File: config.mk
export PLATFORM = sky130hd
export DESIGN_NAME = seq_divider
export DESIGN_NICKNAME = d
export VERILOG_FILES = /design/src/rtl/seq_divider.sv
export SDC_FILE = /design/constraint.sdc
export NUM_CORES = 1
export LEC_CHECK = 0
export CAP_MARGIN = 20
export CELL_PAD_IN_SITES_DETAIL_PLACEMENT = 0
export CELL_PAD_IN_SITES_GLOBAL_PLACEMENT = 2
export CORE_MARGIN = 2
export CORE_UTILIZATION = 37
export DETAILED_ROUTE_END_ITERATION = 6
export PLACE_DENSITY_LB_ADDON = 0.3
export SKIP_CTS_REPAIR_TIMING = 1
export SLEW_MARGIN = 25
export SYNTH_ARGS = -nofsm -noshare
export SYNTH_HDL_FRONTEND = slang
export SYNTH_SLANG_ARGS = --single-unit
File: constraint.sdc
create_clock -name clk -period 6.1 [get_ports clk]
set_input_delay 0.61 -clock clk [delete_from_list [all_inputs] [get_ports clk]]
set_output_delay 0.61 -clock clk [all_outputs]
set_load 0.1 [all_outputs]
File: src/rtl/seq_divider.sv
// Multi-cycle radix-2 restoring divider, signed or unsigned, fixed latency.
// Ports: clk, rst (sync, active-high), start, signed_op, dividend, divisor,
//   busy, done (1-cycle pulse), quotient, remainder, div_by_zero.
module seq_divider #(
  parameter int WIDTH = 32,
  parameter int CNT_W = 6
) (
  input  logic             clk,
  input  logic             rst,
  input  logic             start,
  input  logic             signed_op,
  input  logic [WIDTH-1:0] dividend,
  input  logic [WIDTH-1:0] divisor,
  output logic             busy,
  output logic             done,
  output logic [WIDTH-1:0] quotient,
  output logic [WIDTH-1:0] remainder,
  output logic             div_by_zero
);

  typedef enum logic [1:0] {
    S_IDLE,
    S_RUN,
    S_FIXUP,
    S_DONE
  } state_e;

  state_e           state_q, state_d;
  logic [CNT_W-1:0] cnt_q, cnt_d;
  logic [WIDTH-1:0] rem_q, rem_d;
  logic [WIDTH-1:0] dq_q, dq_d;
  logic [WIDTH-1:0] dvs_q, dvs_d;
  logic [WIDTH-1:0] orig_q, orig_d;
  logic [WIDTH-1:0] quo_q, quo_d;
  logic [WIDTH-1:0] rmd_q, rmd_d;
  logic             qneg_q, qneg_d;
  logic             rneg_q, rneg_d;
  logic             dbz_q, dbz_d;

  logic [WIDTH:0]   trial;
  logic             accept;
  logic             a_neg;
  logic             b_neg;

  // dq_q starts as the dividend magnitude and shifts left each RUN cycle;
  // its MSB feeds the partial remainder and quotient bits enter at the LSB,
  // so after WIDTH cycles it holds the unsigned quotient.
  always_comb begin
    state_d = state_q;
    cnt_d   = cnt_q;
    rem_d   = rem_q;
    dq_d    = dq_q;
    dvs_d   = dvs_q;
    orig_d  = orig_q;
    quo_d   = quo_q;
    rmd_d   = rmd_q;
    qneg_d  = qneg_q;
    rneg_d  = rneg_q;
    dbz_d   = dbz_q;
    accept  = 1'b0;
    a_neg   = signed_op & dividend[WIDTH-1];
    b_neg   = signed_op & divisor[WIDTH-1];
    // Partial remainder is always below the divisor, so the MSB of this
    // WIDTH+1 bit difference is a reliable borrow/sign bit.
    trial   = {rem_q, dq_q[WIDTH-1]} - {1'b0, dvs_q};

    unique case (state_q)
      S_IDLE: begin
        if (start) accept = 1'b1;
      end
      S_RUN: begin
        if (!trial[WIDTH]) begin
          rem_d = trial[WIDTH-1:0];
          dq_d  = {dq_q[WIDTH-2:0], 1'b1};
        end else begin
          rem_d = {rem_q[WIDTH-2:0], dq_q[WIDTH-1]};
          dq_d  = {dq_q[WIDTH-2:0], 1'b0};
        end
        cnt_d = cnt_q - 1'b1;
        if (cnt_q == CNT_W'(1)) state_d = S_FIXUP;
      end
      S_FIXUP: begin
        // A zero divisor has zero magnitude, so dvs_q detects it directly.
        if (dvs_q == '0) begin
          quo_d = '1;
          rmd_d = orig_q;
          dbz_d = 1'b1;
        end else begin
          quo_d = qneg_q ? -dq_q : dq_q;
          rmd_d = rneg_q ? -rem_q : rem_q;
          dbz_d = 1'b0;
        end
        state_d = S_DONE;
      end
      S_DONE: begin
        if (start) accept = 1'b1;
        else       state_d = S_IDLE;
      end
      default: state_d = S_IDLE;
    endcase

    if (accept) begin
      dq_d    = a_neg ? -dividend : dividend;
      dvs_d   = b_neg ? -divisor : divisor;
      orig_d  = dividend;
      qneg_d  = a_neg ^ b_neg;
      rneg_d  = a_neg;
      rem_d   = '0;
      cnt_d   = CNT_W'(WIDTH);
      state_d = S_RUN;
    end
  end

  always_ff @(posedge clk) begin
    if (rst) begin
      state_q <= S_IDLE;
      cnt_q   <= '0;
      rem_q   <= '0;
      dq_q    <= '0;
      dvs_q   <= '0;
      orig_q  <= '0;
      quo_q   <= '0;
      rmd_q   <= '0;
      qneg_q  <= 1'b0;
      rneg_q  <= 1'b0;
      dbz_q   <= 1'b0;
    end else begin
      state_q <= state_d;
      cnt_q   <= cnt_d;
      rem_q   <= rem_d;
      dq_q    <= dq_d;
      dvs_q   <= dvs_d;
      orig_q  <= orig_d;
      quo_q   <= quo_d;
      rmd_q   <= rmd_d;
      qneg_q  <= qneg_d;
      rneg_q  <= rneg_d;
      dbz_q   <= dbz_d;
    end
  end

  assign busy        = (state_q == S_RUN) || (state_q == S_FIXUP);
  assign done        = (state_q == S_DONE);
  assign quotient    = quo_q;
  assign remainder   = rmd_q;
  assign div_by_zero = dbz_q;

endmodule

# Word-level counts from Yosys, hierarchy flattened
# Index checks and enable logic that the tools add are counted.
op_classes:
  n_addsub: 6
  n_eq_ne: 8
  n_mux: 19
  n_bitwise: 3
  n_reduce_logical: 10
ops:
  columns: ["operator", "count"]
  rows:
  - ["32-bit two-way mux", 9]
  - ["32-bit negation", 4]
  - ["33-bit by 32-bit subtractor with 33-bit output", 1]
  - ["32-bit zero test", 1]
  - ["6-bit two-way mux", 2]
  - ["6-bit by 1-bit equality test with 1-bit output (second input constant)", 1]
  - ["2-bit case mux with 3 select lines", 1]
  - ["3-bit AND reduction", 2]
  - ["6-bit by 1-bit subtractor with 6-bit output (second input constant)", 1]
  - ["1-bit two-way mux", 5]
  - ["2-bit equality test (second input constant)", 2]
  - ["2-bit two-way mux", 2]
  - ["2-bit != test (second input constant)", 2]
  - ["4-bit nonzero test", 1]
  - ["2-bit OR reduction", 2]
  - ["3-bit by 2-bit != test with 1-bit output (second input constant)", 1]
  - ["3-bit != test (second input constant)", 1]
  - ["3-bit nonzero test", 1]
  - ["1-bit bitwise AND", 2]
  - ["2-bit by 1-bit equality test with 1-bit output (second input constant)", 1]
  - ["2-bit zero test", 1]
  - ["2-bit nonzero test", 1]
  - ["1-bit logical OR", 1]
  - ["1-bit XOR", 1]
totals:
  regBits: 203
  inputBits: 68
  output_inout_bits: 67
  word_cells: 59

# Logic depth before layout (Yosys ltp)
depth:
  ltp_word: 5
  ltp_mapped: 14
  depth_no_buf: 13

# Worst setup path after synthesis
# No wires, ideal clock.
synth_path:
  kind: "reg-to-reg"
  startpoint: "register dq_q[31]"
  endpoint: "register rem_q[10]"
  setup_time_ns: 0.132
  arrival_time_ns: 2.887
  required_time_ns: 5.968
  slack_ns: 3.081
  stages_incl_launch_ff: 14
  cell_sequence: "dfxtp_1 > inv_1 > ha_1 > fa_1 > nand2b_1 > a21oi_1 > o221ai_1 > o2111ai_1 > o211ai_1 > o21ai_2 > xnor2_2 > buf_2 > mux2i_1 > a21oi_1"
synth_between:
  elab_chain_len: 2
synth_rtl:
  columns: ["element", "line", "source"]
  rows:
  - ["from (decl)", "31", "logic [WIDTH-1:0] dq_q, dq_d;"]
  - ["from (signal assigned)", "131", "dq_q <= dq_d;"]
  - ["33-bit by 32-bit subtractor with 33-bit output", "65", "trial = {rem_q, dq_q[WIDTH-1]} - {1'b0, dvs_q};"]
  - ["32-bit two-way mux", "72", "if (!trial[WIDTH]) begin"]
  - ["to (signal assigned)", "130", "rem_q <= rem_d;"]
  - ["to (decl)", "30", "logic [WIDTH-1:0] rem_q, rem_d;"]
# No other way between the ends.
# A chain may end at the register's enable or synchronous reset.

# Worst setup path in the final report
layout_path:
  startpoint: "register dq_q[31]"
  endpoint: "register dq_q[0]"
layout_between:
  elab_chain_len: 4
layout_rtl:
  columns: ["element", "line", "source"]
  rows:
  - ["33-bit by 32-bit subtractor with 33-bit output", "65", null]
  - ["1-bit two-way mux", "72", null]
  - ["32-bit two-way mux", "67", "unique case (state_q)"]
  - ["32-bit two-way mux", "102", "if (accept) begin"]
# No other way between the ends. The select of a mux whose other input is x is not followed.

==> flow_summary.json <==
{
  "detail_route.iter0.violations": 676,
  "final.setup_skew_ps": 29.7,
  "cts_root_buf": "sky130_fd_sc_hd__clkbuf_16",
  "numPortBuffers": 134,
  "postRouteAntennaNets": 0,
  "max_slew_margin": 0.317,
  "synth-compound-area-share": 0.217,
  "syn-mean-instance-area_sq_um": 7.90,
  "yosysWarningCount": 0,
  "hold-worst-slack_ps": 457,
  "netlist.top_cell.by_area": "sky130_fd_sc_hd__dfxtp_1",
  "synth_top_family_by_area": "compound AO/OA/AOI/OAI gates",
  "finalCoreUtilization": 0.449,
  "synth_seq_area_share": 0.328,
  "number_of_global_route_vias_before_repair": 11000,
  "p_total_mw": 8.23,
  "crit_path_max_fanout": 23,
  "cp-end-kind": "register",
  "clk_transition_reported_paths_ps": 60,
  "worst-setup-path-type": "reg -> reg",
  "numClockSinks": 203,
  "drt-pass1-iter-count": 5,
  "route.final.wire_length_mm": 38.2,
  "placedCellCount": 2066,
  "floorplan.initialDensity": 0.373,
  "synth-edff-count": 0,
  "global_route.usage.total": 0.215,
  "design.portCount": 135,
  "yosys.area_share.simple": 0.195,
  "reg2reg_depth": 14,
  "multiplexer_share_of_the_synthesized_area": 0.0671,
  "setup.worst_path.start_class": "register",
  "post_synth_xor_area_fraction": 0.102,
  "timing.final.max_slew_violations": 0,
  "synth_cell_type_count": 64,
  "globalRoute.totalOverflow": 0,
  "hpwlAfterDp_mm": 28.7,
  "yosys-top-cells-area": "sky130_fd_sc_hd__dfxtp_1 (33%), sky130_fd_sc_hd__mux2i_1 (6.6%), sky130_fd_sc_hd__xor2_1 (5.7%)",
  "post_drt_wl_per_cell_um": 18.1,
  "insertion_delay_ps": 540,
  "num_rows": 67,
  "die_area_sq_um": 35000,
  "max_slew.worst_pin.slew_ps": 1020,
  "antenna_found_initial": 0,
  "share_of_cells_above_drive_strength_1": 0.0481,
  "areaGrowthSynthToFinish_pct": 20.5,
  "grt_setup_unrepaired": "false",
  "mostFrequentLayoutCell": "sky130_fd_sc_hd__dfxtp_1",
  "route.vias.total": 11300,
  "status": "completed",
  "clk_path_buf_depth": 3,
  "mappedNetlistNets": 1683,
  "chipWidth_um": 187,
  "p_per_area_nw_per_um2": 550,
  "final_hold_vio_count": 0,
  "worstPathArrival_ps": 4560,
  "core_area_sq_um": 33300,
  "first_pass_grt_wire_length_mm": 61.1,
  "p_leak_nw": 5.37,
  "main_synth_ff_type": "sky130_fd_sc_hd__dfxtp_1",
  "wl_met2_mm": 18.6,
  "min_path_type": "reg -> reg",
  "asyncSetResetFlopFracSynth": 0,
  "reg2reg_slack_ps": 1990,
  "most_used_cells_in_the_layout_excluding_fill_and_tap_cells": "sky130_fd_sc_hd__dfxtp_1 (201), sky130_fd_sc_hd__nand2_1 (188), sky130_fd_sc_hd__nor2_1 (175), sky130_fd_sc_hd__clkdlybuf4s50_1 (133), sky130_fd_sc_hd__a21oi_1 (109)",
  "final_min_period_over_clock_period": 0.674,
  "yosys.area.top_type_share": 0.328,
  "highest-signal-layer": "met4",
  "n_antenna_cell": 0,
  "die-height_um": 187,
  "report.final.setup_viol": 0,
  "tritoncts.num_buffers": 25,
  "startpoint": "dq_q[31]",
  "wl_met3_mm": 1.30,
  "finish.cell_count_without_fillers": 2112,
  "gp_congestion": 0.915,
  "clock_tree.htree_level_count": 1,
  "route.detailed.drc": 0,
  "route.detailed.vias_per_inst": 5.36,
  "worstPathRequired_ps": 6540,
  "min_period_ps": 4110,
  "post_synth_fa_ha_maj_area_fraction": 0.0460,
  "cts_tree": "built",
  "timing.setup.tns_ps": 0,
  "ys_ff_latch": 203,
  "post_synthesis_cell_count": 1570,
  "number_of_nets_in_the_layout": 1758,
  "grt_max_degree": 90,
  "setup.worst_path.end": "dq_q[0]",
  "timing.rr.start": "dq_q[31]",
  "ir_worst_vdd_v": 0.000256,
  "maxClockFrequency_mhz": 243,
  "drt-met1-wl_mm": 17.4,
  "max_cap_violations": 0,
  "post_synthesis_instance_area_sq_um": 12400,
  "r2r-end": "dq_q[0]"
}
## logic make-up after synthesis
family                   Yosys count
AO/OA/AOI/OAI                    422
adder cells (fa/ha/maj)           45
XOR/XNOR                         143
multiplexers                      83
flip-flops                       203
buffers and inverters            149
AND/OR/NAND/NOR                  525
## cells in the mapped netlist, types with 4 or more instances
library cell,count
sky130_fd_sc_hd__a2111oi_0,6
sky130_fd_sc_hd__a211oi_1,58
sky130_fd_sc_hd__a21o_1,11
sky130_fd_sc_hd__a21oi_1,109
sky130_fd_sc_hd__a311oi_1,16
sky130_fd_sc_hd__a31oi_1,9
sky130_fd_sc_hd__and3_1,6
sky130_fd_sc_hd__buf_1,16
sky130_fd_sc_hd__buf_2,7
sky130_fd_sc_hd__clkbuf_1,72
sky130_fd_sc_hd__dfxtp_1,203
sky130_fd_sc_hd__ha_1,44
sky130_fd_sc_hd__inv_1,53
sky130_fd_sc_hd__mux2i_1,82
sky130_fd_sc_hd__nand2_1,188
sky130_fd_sc_hd__nand2b_1,14
sky130_fd_sc_hd__nand3_1,23
sky130_fd_sc_hd__nand4_1,10
sky130_fd_sc_hd__nor2_1,177
sky130_fd_sc_hd__nor2b_1,18
sky130_fd_sc_hd__nor3_1,20
sky130_fd_sc_hd__nor4_1,24
sky130_fd_sc_hd__o2111ai_1,7
sky130_fd_sc_hd__o211ai_1,6
sky130_fd_sc_hd__o21ai_0,105
sky130_fd_sc_hd__o21ai_1,10
sky130_fd_sc_hd__o21bai_1,4
sky130_fd_sc_hd__o22ai_1,21
sky130_fd_sc_hd__o31ai_1,24
sky130_fd_sc_hd__o41ai_1,15
sky130_fd_sc_hd__o41ai_2,4
sky130_fd_sc_hd__or3_1,13
sky130_fd_sc_hd__or4_1,11
sky130_fd_sc_hd__xnor2_1,61
sky130_fd_sc_hd__xor2_1,81
## per-layer routing
metal	GRT usage	up-vias
met4	0.0556	0
met3	0.0236	49
met1	0.281	5317
met5	0	-
li1	-	5761
met2	0.376	197
## state kept, by name, indices dropped and copies added (netlist names)
signal       count
rneg_q           1
state_q          2
dq_q            32
quotient        32
dvs_q           32
orig_q          32
cnt_q            6
qneg_q           1
div_by_zero      1
rem_q           32
remainder       32
## report_power, final
| part | total (mW) | switching, mW | internal (mW) | leakage (nW) |
|---|---|---|---|---|
| Clock | 1.57 | 0.596 | 0.975 | 0.433 |
| Sequential | 2.08 | 0.419 | 1.66 | 1.66 |
| Combinational | 4.58 | 2.88 | 1.70 | 3.27 |
| Total | 8.23 | 3.89 | 4.34 | 5.37 |
## layout make-up
type	instances	area [sq um]
timing repair buffer	143	1410
clock inverter	9	126
multi-input combinational	1218	7830
inverter	54	203
sequential	203	4070
clock buffer	37	751
fill	3394	18300
tap	448	561
## per-stage QoR
stage               cell area, sq um  setup slack (ps)
finish                         14900              1990
global route                   14900              1700
CTS                            14900              1970
detailed placement             14100              2000
global placement               14100              2080
floorplan                      12400              3080
## worst min-delay path by stage
stage                           from          to  cells past startpoint
final                     orig_q[13]  orig_q[13]                      2
after global routing      orig_q[18]  orig_q[18]                      2
after CTS                 orig_q[18]  orig_q[18]                      2
after detailed placement  orig_q[18]  orig_q[18]                      2
after global placement    orig_q[18]  orig_q[18]                      2
after floorplan            orig_q[0]   orig_q[0]                      2
## worst max-delay path: stages (launching register included)
cell	delay, ps
sky130_fd_sc_hd__dfxtp_1	350
sky130_fd_sc_hd__inv_1	80
sky130_fd_sc_hd__ha_1	230
sky130_fd_sc_hd__fa_1	390
sky130_fd_sc_hd__nand2b_1	200
sky130_fd_sc_hd__a21oi_1	210
sky130_fd_sc_hd__o221ai_1	280
sky130_fd_sc_hd__o2111ai_1	450
sky130_fd_sc_hd__o211ai_1	250
sky130_fd_sc_hd__o21ai_2	370
sky130_fd_sc_hd__xnor2_4	330
sky130_fd_sc_hd__buf_4	440
sky130_fd_sc_hd__mux2_2	220
sky130_fd_sc_hd__nand2_1	50
sky130_fd_sc_hd__a21oi_1	170
Power figures use the tool's default switching activity.
